[config.mk]
export PLATFORM = sky130hd
export DESIGN_NAME = crc32_frame_check
export DESIGN_NICKNAME = d
export VERILOG_FILES = /design/src/rtl/crc32_frame_check_pkg.sv /design/src/rtl/crc32_frame_check_d32_step.sv /design/src/rtl/crc32_frame_check.sv
export SDC_FILE = /design/constraint.sdc
export NUM_CORES = 1
export LEC_CHECK = 0
export CAP_MARGIN = 15
export CORE_ASPECT_RATIO = 0.5
export CORE_UTILIZATION = 57
export CTS_BUF_LIST = sky130_fd_sc_hd__clkbuf_16
export DETAILED_ROUTE_END_ITERATION = 7
export GPL_ROUTABILITY_DRIVEN = 0
export PLACE_DENSITY = 0.86
export SYNTH_ARGS = -nofsm -noshare
export SYNTH_HDL_FRONTEND = slang
export SYNTH_SLANG_ARGS = --single-unit
[constraint.sdc]
create_clock -name clk -period 4.7 [get_ports clk]
set_clock_uncertainty 0.2 [all_clocks]
set_input_delay 0.94 -clock clk [delete_from_list [all_inputs] [get_ports clk]]
set_output_delay 0.94 -clock clk [all_outputs]
set_load 0.01 [all_outputs]
[src/rtl/crc32_frame_check_pkg.sv]
// Shared CRC-32 definitions for the frame checker and the key-hash path.
//   CRC32_POLY / CRC32_SEED / CRC32_XOROUT : IEEE 802.3 CRC-32 constants
//   state_t                                : frame checker states
//   rev8()                                 : reverse the bit order of one byte
package crc32_frame_check_pkg;

    localparam logic [31:0] CRC32_POLY   = 32'h04C11DB7;
    localparam logic [31:0] CRC32_SEED   = 32'hFFFFFFFF;
    localparam logic [31:0] CRC32_XOROUT = 32'hFFFFFFFF;

    typedef enum logic [1:0] {
        ST_IDLE   = 2'd0,
        ST_ACC    = 2'd1,
        ST_RESULT = 2'd2
    } state_t;

    function automatic logic [7:0] rev8(input logic [7:0] b);
        logic [7:0] r;
        r = '0;
        for (int unsigned i = 0; i < 8; i++) begin
            r[i] = b[7 - i];
        end
        return r;
    endfunction

endpackage

[src/rtl/crc32_frame_check_d32_step.sv]
// One 32-bit-parallel CRC-32 update, MSB-first, non-reflected polynomial.
// Combinational only.
//   crc_in  : current CRC register
//   data_in : 32 data bits, bit 31 shifted in first
//   crc_out : CRC register after absorbing all 32 bits
module crc32_d32_step
    import crc32_frame_check_pkg::*;
(
    input  logic [31:0] crc_in,
    input  logic [31:0] data_in,
    output logic [31:0] crc_out
);

    always_comb begin : step
        logic [31:0] c;
        logic        fb;
        c  = crc_in;
        fb = 1'b0;
        for (int unsigned i = 0; i < 32; i++) begin
            fb = c[31] ^ data_in[31 - i];
            c  = {c[30:0], 1'b0} ^ (fb ? CRC32_POLY : '0);
        end
        crc_out = c;
    end

endmodule

[src/rtl/crc32_frame_check.sv]
// Streaming CRC-32 (IEEE 802.3, reflected) frame checker.
// A frame is zero or more payload words followed by one word carrying the
// expected CRC (flagged by data_last). One cycle after the CRC word is
// accepted a single result_valid pulse carries the verdict.
//   clk, reset_n        : rising-edge clock, asynchronous active-low reset
//   data/data_valid/
//   data_last/data_ready: word input with valid/ready handshake;
//                         data[31:24] is the first byte on the wire
//   result_valid        : one-cycle verdict strobe
//   crc_ok, len_err,
//   crc_calc, word_cnt  : verdict fields, held until the next verdict
module crc32_frame_check
    import crc32_frame_check_pkg::*;
#(
    parameter int unsigned MAX_WORDS = 256,
    parameter logic [31:0] SEED      = CRC32_SEED
) (
    input  logic        clk,
    input  logic        reset_n,
    input  logic [31:0] data,
    input  logic        data_valid,
    input  logic        data_last,
    output logic        data_ready,
    output logic        result_valid,
    output logic        crc_ok,
    output logic        len_err,
    output logic [31:0] crc_calc,
    output logic [15:0] word_cnt
);

    state_t      state;
    state_t      state_next;

    logic [31:0] crc_reg;
    logic [31:0] data_refl;
    logic [31:0] step_out;
    logic [31:0] crc_final;
    logic [15:0] acc_cnt;
    logic        acc_len_err;
    logic        pay_hs;
    logic        last_hs;
    logic        overflow;

    assign pay_hs   = data_valid & data_ready & ~data_last;
    assign last_hs  = data_valid & data_ready & data_last;
    assign overflow = ({16'h0, acc_cnt} >= MAX_WORDS);

    // Reflected CRC expressed with the MSB-first engine: each input byte is
    // bit-reversed on the way in.
    assign data_refl = {rev8(data[31:24]), rev8(data[23:16]),
                        rev8(data[15:8]),  rev8(data[7:0])};

    // Full 32-bit reflection = reverse each byte and swap the byte order.
    assign crc_final = {rev8(crc_reg[7:0]),   rev8(crc_reg[15:8]),
                        rev8(crc_reg[23:16]), rev8(crc_reg[31:24])} ^ CRC32_XOROUT;

    crc32_d32_step u_step (
        .crc_in  (crc_reg),
        .data_in (data_refl),
        .crc_out (step_out)
    );

    always_ff @(posedge clk or negedge reset_n) begin
        if (!reset_n) begin
            state <= ST_IDLE;
        end else begin
            state <= state_next;
        end
    end

    always_comb begin
        state_next   = state;
        data_ready   = 1'b1;
        result_valid = 1'b0;
        unique case (state)
            ST_IDLE: begin
                if (data_valid) begin
                    state_next = data_last ? ST_RESULT : ST_ACC;
                end
            end
            ST_ACC: begin
                if (data_valid && data_last) begin
                    state_next = ST_RESULT;
                end
            end
            ST_RESULT: begin
                data_ready   = 1'b0;
                result_valid = 1'b1;
                state_next   = ST_IDLE;
            end
            default: begin
                state_next = ST_IDLE;
            end
        endcase
    end

    // Verdict is captured at the CRC-word handshake so the received word never
    // touches the CRC register; the accumulator restarts from SEED right away.
    always_ff @(posedge clk or negedge reset_n) begin
        if (!reset_n) begin
            crc_reg     <= SEED;
            acc_cnt     <= '0;
            acc_len_err <= 1'b0;
            crc_calc    <= '0;
            word_cnt    <= '0;
            len_err     <= 1'b0;
            crc_ok      <= 1'b0;
        end else if (last_hs) begin
            crc_calc    <= crc_final;
            word_cnt    <= acc_cnt;
            len_err     <= acc_len_err;
            crc_ok      <= (crc_final == data) & ~acc_len_err;
            crc_reg     <= SEED;
            acc_cnt     <= '0;
            acc_len_err <= 1'b0;
        end else if (pay_hs) begin
            if (overflow) begin
                acc_len_err <= 1'b1;
            end else begin
                crc_reg <= step_out;
            end
            if (acc_cnt != '1) begin
                acc_cnt <= acc_cnt + 16'd1;
            end
        end else if (state != ST_ACC) begin
            crc_reg     <= SEED;
            acc_cnt     <= '0;
            acc_len_err <= 1'b0;
        end
    end

endmodule
==> summary.md, run 1 <==
| Metric | Value |
|---|---|
| Number of global-route vias before repair | 5,565 |
| Clk sink count | 101 |
| I/O pin total | 88 |
| Row cnt | 29 |
| Initial antenna violation count | 0 |
| Maxcap violations | 0 |
| Clk buf depth | 2 |
| Most frequent cell after synthesis | xnor2_1 |
| Worst-Margin Slew | 1.08 ns |
| Worst EP arrival | 4.58 ns |
| # setup viols final | 0 |
| Post-synth cell types | 34 |
| Area contributors post-synth | dfrtp_1 (23%), xnor2_1 (22%), dfstp_2 (11%) |
| Initial core utilization | 0.587 |
| Critical path fanouts, max | 4 |
| Initial drt markers | 661 |
| Synthesized area | 7450 um^2 |
| CTS clock-pin slew for the worst setup and hold paths | 0.06 ns |
| Syn_nets | 696 |
| Mean Syn Cell Area | 11.3 um^2 |
| PostCTS Resize Cnt | 0 |
| Fin. Hold Viols | 0 |
| DR vias/cell | 5.58 |
| Grt met2 use | 0.492 |
| All-Layer GR Usage | 0.317 |
| Drt pass-1 iters | 5 |
| Final Cycle Share | 0.958 |
| Flop and latch count out of synthesis | 101 |
| Post-route ant nets | 0 |
| Largest net degree at the start of global routing | 86 |
| Met3 usage | 0.0699 |
| Gr busiest metal | met2 |
| Synth top area share | 0.232 |
| Horiz. Die Dim | 164 um |
| Synthesis-to-layout area growth | 24.6% |
| Antenna cells | 0 |
| Final #Nets | 845 |
| RSZ-0062 raised after global routing | false |
| Hold Buf Count CTS | 0 |
| Via count | 5,477 |
| Total setup buffers inserted after CTS | 0 |
| Main flop type after synthesis | dfrtp_1 |
| Die Footprint | 13,600 um^2 |
| Hpwl dp | 15,800 um |
| Clock Tree Root | clkbuf_16 |
| Slew Viols, Final | 0 |
| Total congestion overflow | 0 |
| CTS Buf Count | 9 |
| Post-synth top area cell | dfrtp_1 |
| Post-synth EDFFs | 0 |
| WS Path Type | primary input to register |
| I/O Buffers | 87 |
| Max_slew headroom | 0.276 |
| Kind of start point of the critical path | primary input |
| Layout cell share with drive strength beyond 1 | 0.203 |
| Worst skew pair latency | 0.35 ns |
| DRC viols | 0 |
| DIE HEIGHT | 82.9 um |
| Ys async rst share | 1.00 |
| WL final | 20,400 um |
| Status | finished clean |
| Routed wire per std cell | 20.7 um |
| Core ar. | 12,700 um^2 |
| Layout Utilization | 0.731 |
| Hold WC Path Type | register to register |
| Syn Inst Count | 658 |
| TritonCTS clock tree | yes |
| Synth cell count leaders | xnor2_1 (187), dfrtp_1 (69), xor2_1 (61) |
| YS warnings | 0 |
| Depth of the CTS H-tree | 3 |
| GRT met1 Usage | 0.441 |
| Register area share after synthesis | 0.345 |
| Maximum clock rate | 222 MHz |
| WP data required | 4.78 ns |
| CP endpoint kind | register |
| Fin crit period | 4.50 ns |
| First-pass GRT wire length | 31,600 um |
[per-stage QoR]
step,std cells,worst slack (ns),hold slack (ns),setup TNS [ns],area (um^2)
after floorplan,658,0.489,0.237,0,7450
after CTS,982,0.250,0.284,0,9290
after global placement,966,-0.0288,0.260,-0.0288,9000
after global routing,982,0.103,0.304,0,9290
after detailed placement,966,-0.0829,0.269,-0.218,9000
final,982,0.195,0.283,0,9290
[layer usage]
metal  wire, um  share of wire
met4        527          0.026
met2       9510           0.47
met3       1640          0.080
met1       8690           0.43
met5          0              0
[logic make-up after synthesis]
kind of cell | count (synthesis) | synth area share
AO/OA/AOI/OAI | 72 | 0.0504
adder cells (fa/ha/maj) | 2 | 0.00336
flip-flops | 101 | 0.345
buffers and inverters | 22 | 0.0116
multiplexers | 15 | 0.0227
XOR/XNOR | 314 | 0.489
AND/OR/NAND/NOR | 132 | 0.0784
[critical path: stages]
cell             delay [ns]
clkdlybuf4s50_1        0.56
xor2_1                 0.35
xnor3_4                0.57
xnor3_1                0.39
xnor2_1                0.33
xnor3_2                0.43
xnor2_4                0.28
xnor3_1                0.37
xnor3_1                0.20
a21oi_1                0.16
[layout make-up]
class	instances	area (um^2)
Sequential cell	101	2570
Tap cell	170	213
Clock inverter	7	63.8
Multi-Input combinational cell	535	4810
Timing Repair Buffer	155	1390
Clock buffer	9	225
Fill cell	802	3410
Inverter	5	18.8
[placed cells by master, fill, tap and decap left out, types with 2 or more instances in the layout]
cell / n
xnor2_1: 187
xnor2_4: 9
and4_1: 3
buf_4: 68
inv_1: 6
nand4_1: 8
clkinv_1: 2
xor2_2: 6
clkdlybuf4s50_1: 86
dfstp_2: 32
xnor2_2: 8
nor2_1: 48
nor4_1: 7
ha_1: 2
clkbuf_16: 9
and3_1: 4
xnor3_4: 3
inv_6: 2
xnor3_1: 29
nand3_1: 7
o22a_1: 3
xor3_1: 4
xor2_1: 61
mux2_2: 15
o21ai_0: 37
xnor3_2: 6
dfrtp_1: 69
nand2_1: 48
a21oi_1: 31
[final timing paths]
check | start | end | slack [ns] | cells after the start
max reg2reg | crc_reg[26] | crc_reg[11] | 0.74 | 10
min reg2reg | crc_calc[22] | crc_calc[22] | 0.28 | 2
min | crc_calc[22] | crc_calc[22] | 0.28 | 2
max | data[28] | crc_reg[11] | 0.20 | 10
min in group asynchronous | reset_n | word_cnt[1] | 0.53 | 1
max in group asynchronous | reset_n | acc_cnt[15] | 2.88 | 2
Power of run 1 is not shown: default switching activity piles up to over one toggle a cycle in this logic, so the estimate is an artifact.
==> inputs of run 2 (changes only) <==
==> constraint.sdc (replaced) <==
create_clock -name clk -period 4.25 [get_ports clk]
set_clock_uncertainty 0.2 [all_clocks]
set_input_delay 0.85 -clock clk [delete_from_list [all_inputs] [get_ports clk]]
set_output_delay 0.85 -clock clk [all_outputs]
set_load 0.01 [all_outputs]
==> run 2 against run 1 <==
  * The run now ends with negative setup slack left
  * Via count is 14% higher
  * Die area did not move
  * Worst setup slack got worse by 0.34 ns
  * First-iteration DRC count grew 26%
  * Routed wire length up 19%
  * Final cell count increased by 7.4%
  * Core utilization grew 5.8 points
  * Sequential share of layout area fell by 2.0 points
  * Register-to-register slack worse by 0.58 ns
  * Global-route usage rose by 1.9 points
  * Critical path depth rose by 2
  * Critical path type unchanged
==> summary.md, run 2 (synthesized netlist as in run 1, its figures left out) <==
| Metric | Value |
|---|---|
| Flop2flop setup slack | 0.16 ns (was 0.74 ns) |
| Critical path's top delay family | XOR/XNOR gates (unchanged) |
| Row cnt | 29 (unchanged) |
| TritonCTS clock tree | yes (unchanged) |
| Antenna cells | 0 (unchanged) |
| Max_slew headroom | 0.453 (was 0.276) |
| WL final | 24,300 um (was 20,400 um) |
| Layout cell share with drive strength beyond 1 | 0.292 (was 0.203) |
| Slew Viols, Final | 0 (unchanged) |
| Fin crit period | 4.39 ns |
| DRC viols | 0 (unchanged) |
| Slowest stage delay, CP | 0.54 ns (was 0.57 ns) |
| Number of global-route vias before repair | 6,032 (was 5,565) |
| Commonest non-fill, non-tap cell in the layout | xnor2_1 (unchanged) |
| Critical path fanouts, max | 5 (was 4) |
| DIE HEIGHT | 82.9 um (unchanged) |
| Kind of start point of the critical path | primary input (unchanged) |
| # setup viols final | 2 (was 0) |
| I/O pin total | 88 (unchanged) |
| Die Footprint | 13,600 um^2 (unchanged) |
| Depth of the CTS H-tree | 3 (unchanged) |
| Clk sink count | 101 (unchanged) |
| Core ar. | 12,700 um^2 (unchanged) |
| Worst EP arrival | 4.44 ns (was 4.58 ns) |
| WP buf/inv | 3 (was 1) |
| Post-route ant nets | 0 (unchanged) |
| Dpl ws | -0.400 ns (was -0.0829 ns) |
| Initial drt markers | 830 (was 661) |
| Drt pass-1 iters | 6 (was 5) |
| WP data required | 4.30 ns (was 4.78 ns) |
| Maximum clock rate | 228 MHz |
| I/O Buffers | 87 (unchanged) |
| First-pass GRT wire length | 33,600 um (was 31,600 um) |
| Worst-Margin Slew | 0.821 ns (was 1.08 ns) |
| Horiz. Die Dim | 164 um (unchanged) |
| Largest net degree at the start of global routing | 87 (was 86) |
| CTS Buf Count | 9 (unchanged) |
| Hpwl dp | 16,800 um (was 15,800 um) |
| Clock Tree Root | clkbuf_16 (unchanged) |
| Initial core utilization | 0.587 (unchanged) |
| CP dominant cell by count | xnor2_2 (was xnor3_1) |
| Setup crit start | data[29] (was data[28]) |
| Maxcap violations | 0 (unchanged) |
| Commonest non-fill, non-tap cells in the layout | xnor2_1 (177), buf_4 (138), clkdlybuf4s50_1 (81), dfrtp_1 (69), xor2_1 (57) (was xnor2_1 (187), clkdlybuf4s50_1 (86), dfrtp_1 (69), buf_4 (68), xor2_1 (61)) |
| Crit-path cells | clkdlybuf4s50_1, xor2_1, buf_4, xnor2_1, xor3_2, buf_4, xnor2_2, xnor3_2, xnor2_2, xnor2_2, xnor3_1, a21oi_1 (was clkdlybuf4s50_1, xor2_1, xnor3_4, xnor3_1, xnor2_1, xnor3_2, xnor2_4, xnor3_1, xnor3_1, a21oi_1) |
| CTS clock-pin slew for the worst setup and hold paths | 0.08 ns (was 0.06 ns) |
| Synthesis-to-layout area growth | 34.5% (was 24.6%) |
| Initial antenna violation count | 0 (unchanged) |
| Status | finished, violations left (was finished clean) |
| Fin. Hold Viols | 0 (unchanged) |
| Failing checks | negative setup slack |
| Clk buf depth | 2 (unchanged) |
| Final Hold Slack | 0.120 ns (was 0.283 ns) |
| Hold WC Path Type | primary input to async pin (was register to register) |
| FF-to-FF End | crc_reg[9] (was crc_reg[11]) |
| CP endpoint kind | register (unchanged) |
| Fill count | 632 (was 802) |
| Hold Buf Count CTS | 0 (unchanged) |
| Total congestion overflow | 0 (unchanged) |
| Worst r2r src | crc_reg[27] (was crc_reg[26]) |
| Routed wire per std cell | 23.0 um (was 20.7 um) |
| All-Layer GR Usage | 0.335 (was 0.317) |
| Via count | 6,246 (was 5,477) |
| Final Cycle Share | 1.03 |
| Critical-path top delay cell | clkdlybuf4s50_1 (was xnor3_4) |
| WS Path Type | primary input to register (unchanged) |
| Setup WS post-layout | -0.141 ns (was 0.195 ns) |
| DR vias/cell | 5.92 (was 5.58) |
| Final #Nets | 918 (was 845) |
| Worst skew pair latency | 0.35 ns (about the same) |
| Reg2Reg Depth | 11 (was 10) |
-- run 2: cell count changes in the layout (fill, tap and decap cells not counted), sizes merged --
| cell | previous run | this run |
|---|---|---|
| clkdlybuf4s50 | 86 | 81 |
| inv | 8 | 7 |
| buf | 69 | 142 |
| dlymetal6s2s | 0 | 5 |
| bufinv | 1 | 0 |
| clkinv | 3 | 5 |
-- run 2: layout make-up --
cell class	count	area [um^2]	area share
Clock buffer	9	225	0.0225
Inverter	5	18.8	0.00187
Tap cell	170	213	0.0212
Multi-Input combinational cell	535	4950	0.494
Clock inverter	7	71.3	0.00712
Sequential cell	101	2570	0.256
Timing Repair Buffer	228	1980	0.197
-- run 2: how the worst max path moves through the flow --
stage | endpoint | slack (ns) | cells past startpoint
finish | crc_reg[9] | -0.14 | 12
global route | crc_reg[5] | -0.16 | 13
CTS | crc_reg[9] | -0.005 | 10
detailed placement | crc_reg[9] | -0.40 | 11
global placement | crc_reg[9] | -0.28 | 11
floorplan | crc_reg[9] | 0.13 | 10
-- run 2: routing by layer --
layer | up-vias | global-route usage | part of all wire
li1 | 2611 | - | -
met1 | 3052 | 0.439 | 0.39
met2 | 470 | 0.532 | 0.46
met3 | 113 | 0.0969 | 0.10
met4 | 0 | 0.121 | 0.045
met5 | - | 0 | 0
-- run 2: metrics by stage --
| step | setup TNS [ns] | utilization | cells | instance area, um^2 |
|---|---|---|---|---|
| global route | -0.479 | 0.789 | 1055 | 10000 |
| floorplan | 0 | - | 658 | 7450 |
| CTS | -0.00510 | 0.769 | 1045 | 9770 |
| global placement | -5.00 | 0.745 | 1029 | 9460 |
| detailed placement | -7.48 | 0.745 | 1029 | 9460 |
| finish | -0.145 | 0.789 | 1055 | 10000 |
-- run 2: repair_timing --
action                     in CTS  in global routing
buffers inserted                0                  9
resized for setup               4                 23
pin swaps                       0                  9
gates cloned                    0                  0
setup endpoints to repair       6                 22
Power of run 2 is left out for the same reason.
==> inputs of run 3 (changes only) <==
--- a/config.mk
+++ b/config.mk
@@ -12,6 +12,7 @@
 export DETAILED_ROUTE_END_ITERATION = 7
 export GPL_ROUTABILITY_DRIVEN = 0
 export PLACE_DENSITY = 0.86
+export RECOVER_POWER = 25
 export SYNTH_ARGS = -nofsm -noshare
 export SYNTH_HDL_FRONTEND = slang
 export SYNTH_SLANG_ARGS = --single-unit
==> run 3 against run 2 <==
  * First-iteration DRC count down 11%
  * The flow finishes with violations (max-capacitance violations, max-slew violations, negative setup slack)
  * Register-to-register slack about the same
  * Final cell count unchanged
  * Maximum frequency up 0.10%
  * Die area unchanged
  * Flip-flop and latch count unchanged
  * Non-clock buffer count unchanged
  * Core utilization down 0.21 points
  * Via count up 0.51%
  * Critical endpoint unchanged
  * Critical path type unchanged
==> summary.md, run 3 (synthesized netlist as in run 1, its figures left out) <==
| Metric | Value |
|---|---|
| Status | finished, violations left (unchanged) |
| Failing checks | max-capacitance violations, max-slew violations, negative setup slack (was negative setup slack) |
| Number of global-route vias before repair | 6,032 (unchanged) |
| Die Footprint | 13,600 um^2 (unchanged) |
| Depth of the CTS H-tree | 3 (unchanged) |
| TritonCTS clock tree | yes (unchanged) |
| I/O Buffers | 87 (unchanged) |
| CP endpoint kind | register (unchanged) |
| Largest net degree at the start of global routing | 87 (unchanged) |
| Critical path fanouts, max | 5 (unchanged) |
| CTS Buf Count | 9 (unchanged) |
| Clk buf depth | 2 (unchanged) |
| Commonest non-fill, non-tap cells in the layout | xnor2_1 (177), buf_4 (137), clkdlybuf4s50_1 (81), dfrtp_1 (69), xor2_1 (57) (was xnor2_1 (177), buf_4 (138), clkdlybuf4s50_1 (81), dfrtp_1 (69), xor2_1 (57)) |
| Kind of start point of the critical path | primary input (unchanged) |
| CTS clock-pin slew for the worst setup and hold paths | 0.08 ns (about the same) |
| Routed wire per std cell | 23.0 um (about the same) |
| DR vias/cell | 5.95 (was 5.92) |
| Synthesis-to-layout area growth | 34.2% (was 34.5%) |
| DIE HEIGHT | 82.9 um (unchanged) |
| Horiz. Die Dim | 164 um (unchanged) |
| Fill count | 637 (was 632) |
| Final Cycle Share | 1.03 (about the same) |
| Max_slew headroom | -0.285 (was 0.453) |
| First-pass GRT wire length | 33,600 um (unchanged) |
| Via count | 6,278 (was 6,246) |
| Worst-Margin Slew | 1.93 ns (was 0.821 ns) |
| Drt pass-1 iters | 5 (was 6) |
| Area of the multi-input gates | 4950 um^2 (unchanged) |
| I/O pin total | 88 (unchanged) |
| Clock Tree Root | clkbuf_16 (unchanged) |
| Hold WC Path Type | primary input to async pin (unchanged) |
| WL final | 24,300 um (about the same) |
| Maxcap violations | 1 (was 0) |
| Clk sink count | 101 (unchanged) |
| DRC viols | 0 (unchanged) |
| Core ar. | 12,700 um^2 (unchanged) |
| Hpwl dp | 16,800 um (unchanged) |
| Non-filler cells in the finished layout | 1,055 (unchanged) |
| Post-route ant nets | 0 (unchanged) |
| # setup viols final | 3 (was 2) |
| Final Hold Slack | 0.221 ns (was 0.120 ns) |
| Hold Buf Count CTS | 0 (unchanged) |
| Row cnt | 29 (unchanged) |
| WP data required | 4.30 ns (about the same) |
| Initial antenna violation count | 0 (unchanged) |
| Reg area | 2570 um^2 (unchanged) |
| Fin. Hold Viols | 0 (unchanged) |
| Layout cell share with drive strength beyond 1 | 0.290 (was 0.292) |
| Antenna cells | 0 (unchanged) |
| Final #Nets | 918 (unchanged) |
| Initial core utilization | 0.587 (unchanged) |
| Worst skew pair latency | 0.35 ns (about the same) |
| Setup WS post-layout | -0.137 ns (was -0.141 ns) |
| Total congestion overflow | 0 (unchanged) |
| Layout Utilization | 0.787 (was 0.789) |
| Slew Viols, Final | 79 (was 0) |
| Worst EP arrival | 4.43 ns (was 4.44 ns) |
| Initial drt markers | 741 (was 830) |
| Placed cell count | 1,029 (unchanged) |
| Commonest non-fill, non-tap cell in the layout | xnor2_1 (unchanged) |
| Maximum clock rate | 228 MHz (about the same) |
| All-Layer GR Usage | 0.335 (unchanged) |
| Fin crit period | 4.39 ns (about the same) |
| WS Path Type | primary input to register (unchanged) |
[run 3: what timing repair did]
| item | 4_1_cts | 5_1_grt |
|---|---|---|
| gates cloned | 0 | 0 |
| resized for setup | 4 | 23 |
| setup endpoints to repair | 6 | 22 |
| buffers inserted | 0 | 9 |
| pin swaps | 0 | 9 |
[run 3: layout make-up]
class / count / area share
clock inverter: 7 / 0.00713
timing repair buffer: 228 / 0.195
sequential: 101 / 0.257
inverter: 5 / 0.00188
clock buffer: 9 / 0.0225
multi-input combinational: 535 / 0.495
tap: 170 / 0.0213
[run 3: metal layers]
layer  track usage  share of wire  vias to the layer above
met5             0              0                        -
met3        0.0969           0.11                      120
li1              -              -                     2614
met2         0.532           0.46                      492
met1         0.439           0.38                     3052
met4         0.121          0.048                        0
[run 3: final timing paths]
check	start	cells past startpoint	slack [ns]	to
max reg2reg	crc_reg[27]	11	0.15	crc_reg[9]
min	reset_n	1	0.22	word_cnt[0]
max	data[29]	12	-0.14	crc_reg[9]
max in group asynchronous	reset_n	3	1.32	crc_reg[20]
min in group clk	state[1]	1	0.28	state[1]
min reg2reg	state[1]	1	0.28	state[1]
[run 3: worst max-delay path: stages]
cell and delay (ns):
clkdlybuf4s50_1 0.54, xor2_1 0.25, buf_4 0.17, xnor2_1 0.16, xor3_2 0.55, buf_4 0.19
xnor2_2 0.24, xnor3_2 0.41, xnor2_2 0.20, xnor2_2 0.23, xnor3_1 0.37, a21oi_1 0.27
[run 3: per-stage QoR]
| step | TNS [ns] | area, um^2 | setup WS, ns |
|---|---|---|---|
| final | -0.195 | 10000 | -0.137 |
| after global routing | -0.479 | 10000 | -0.157 |
| after CTS | -0.00510 | 9770 | -0.00510 |
| after detailed placement | -7.48 | 9460 | -0.400 |
| after global placement | -5.00 | 9460 | -0.282 |
| after floorplan | 0 | 7450 | 0.129 |
Power of run 3 is left out for the same reason.
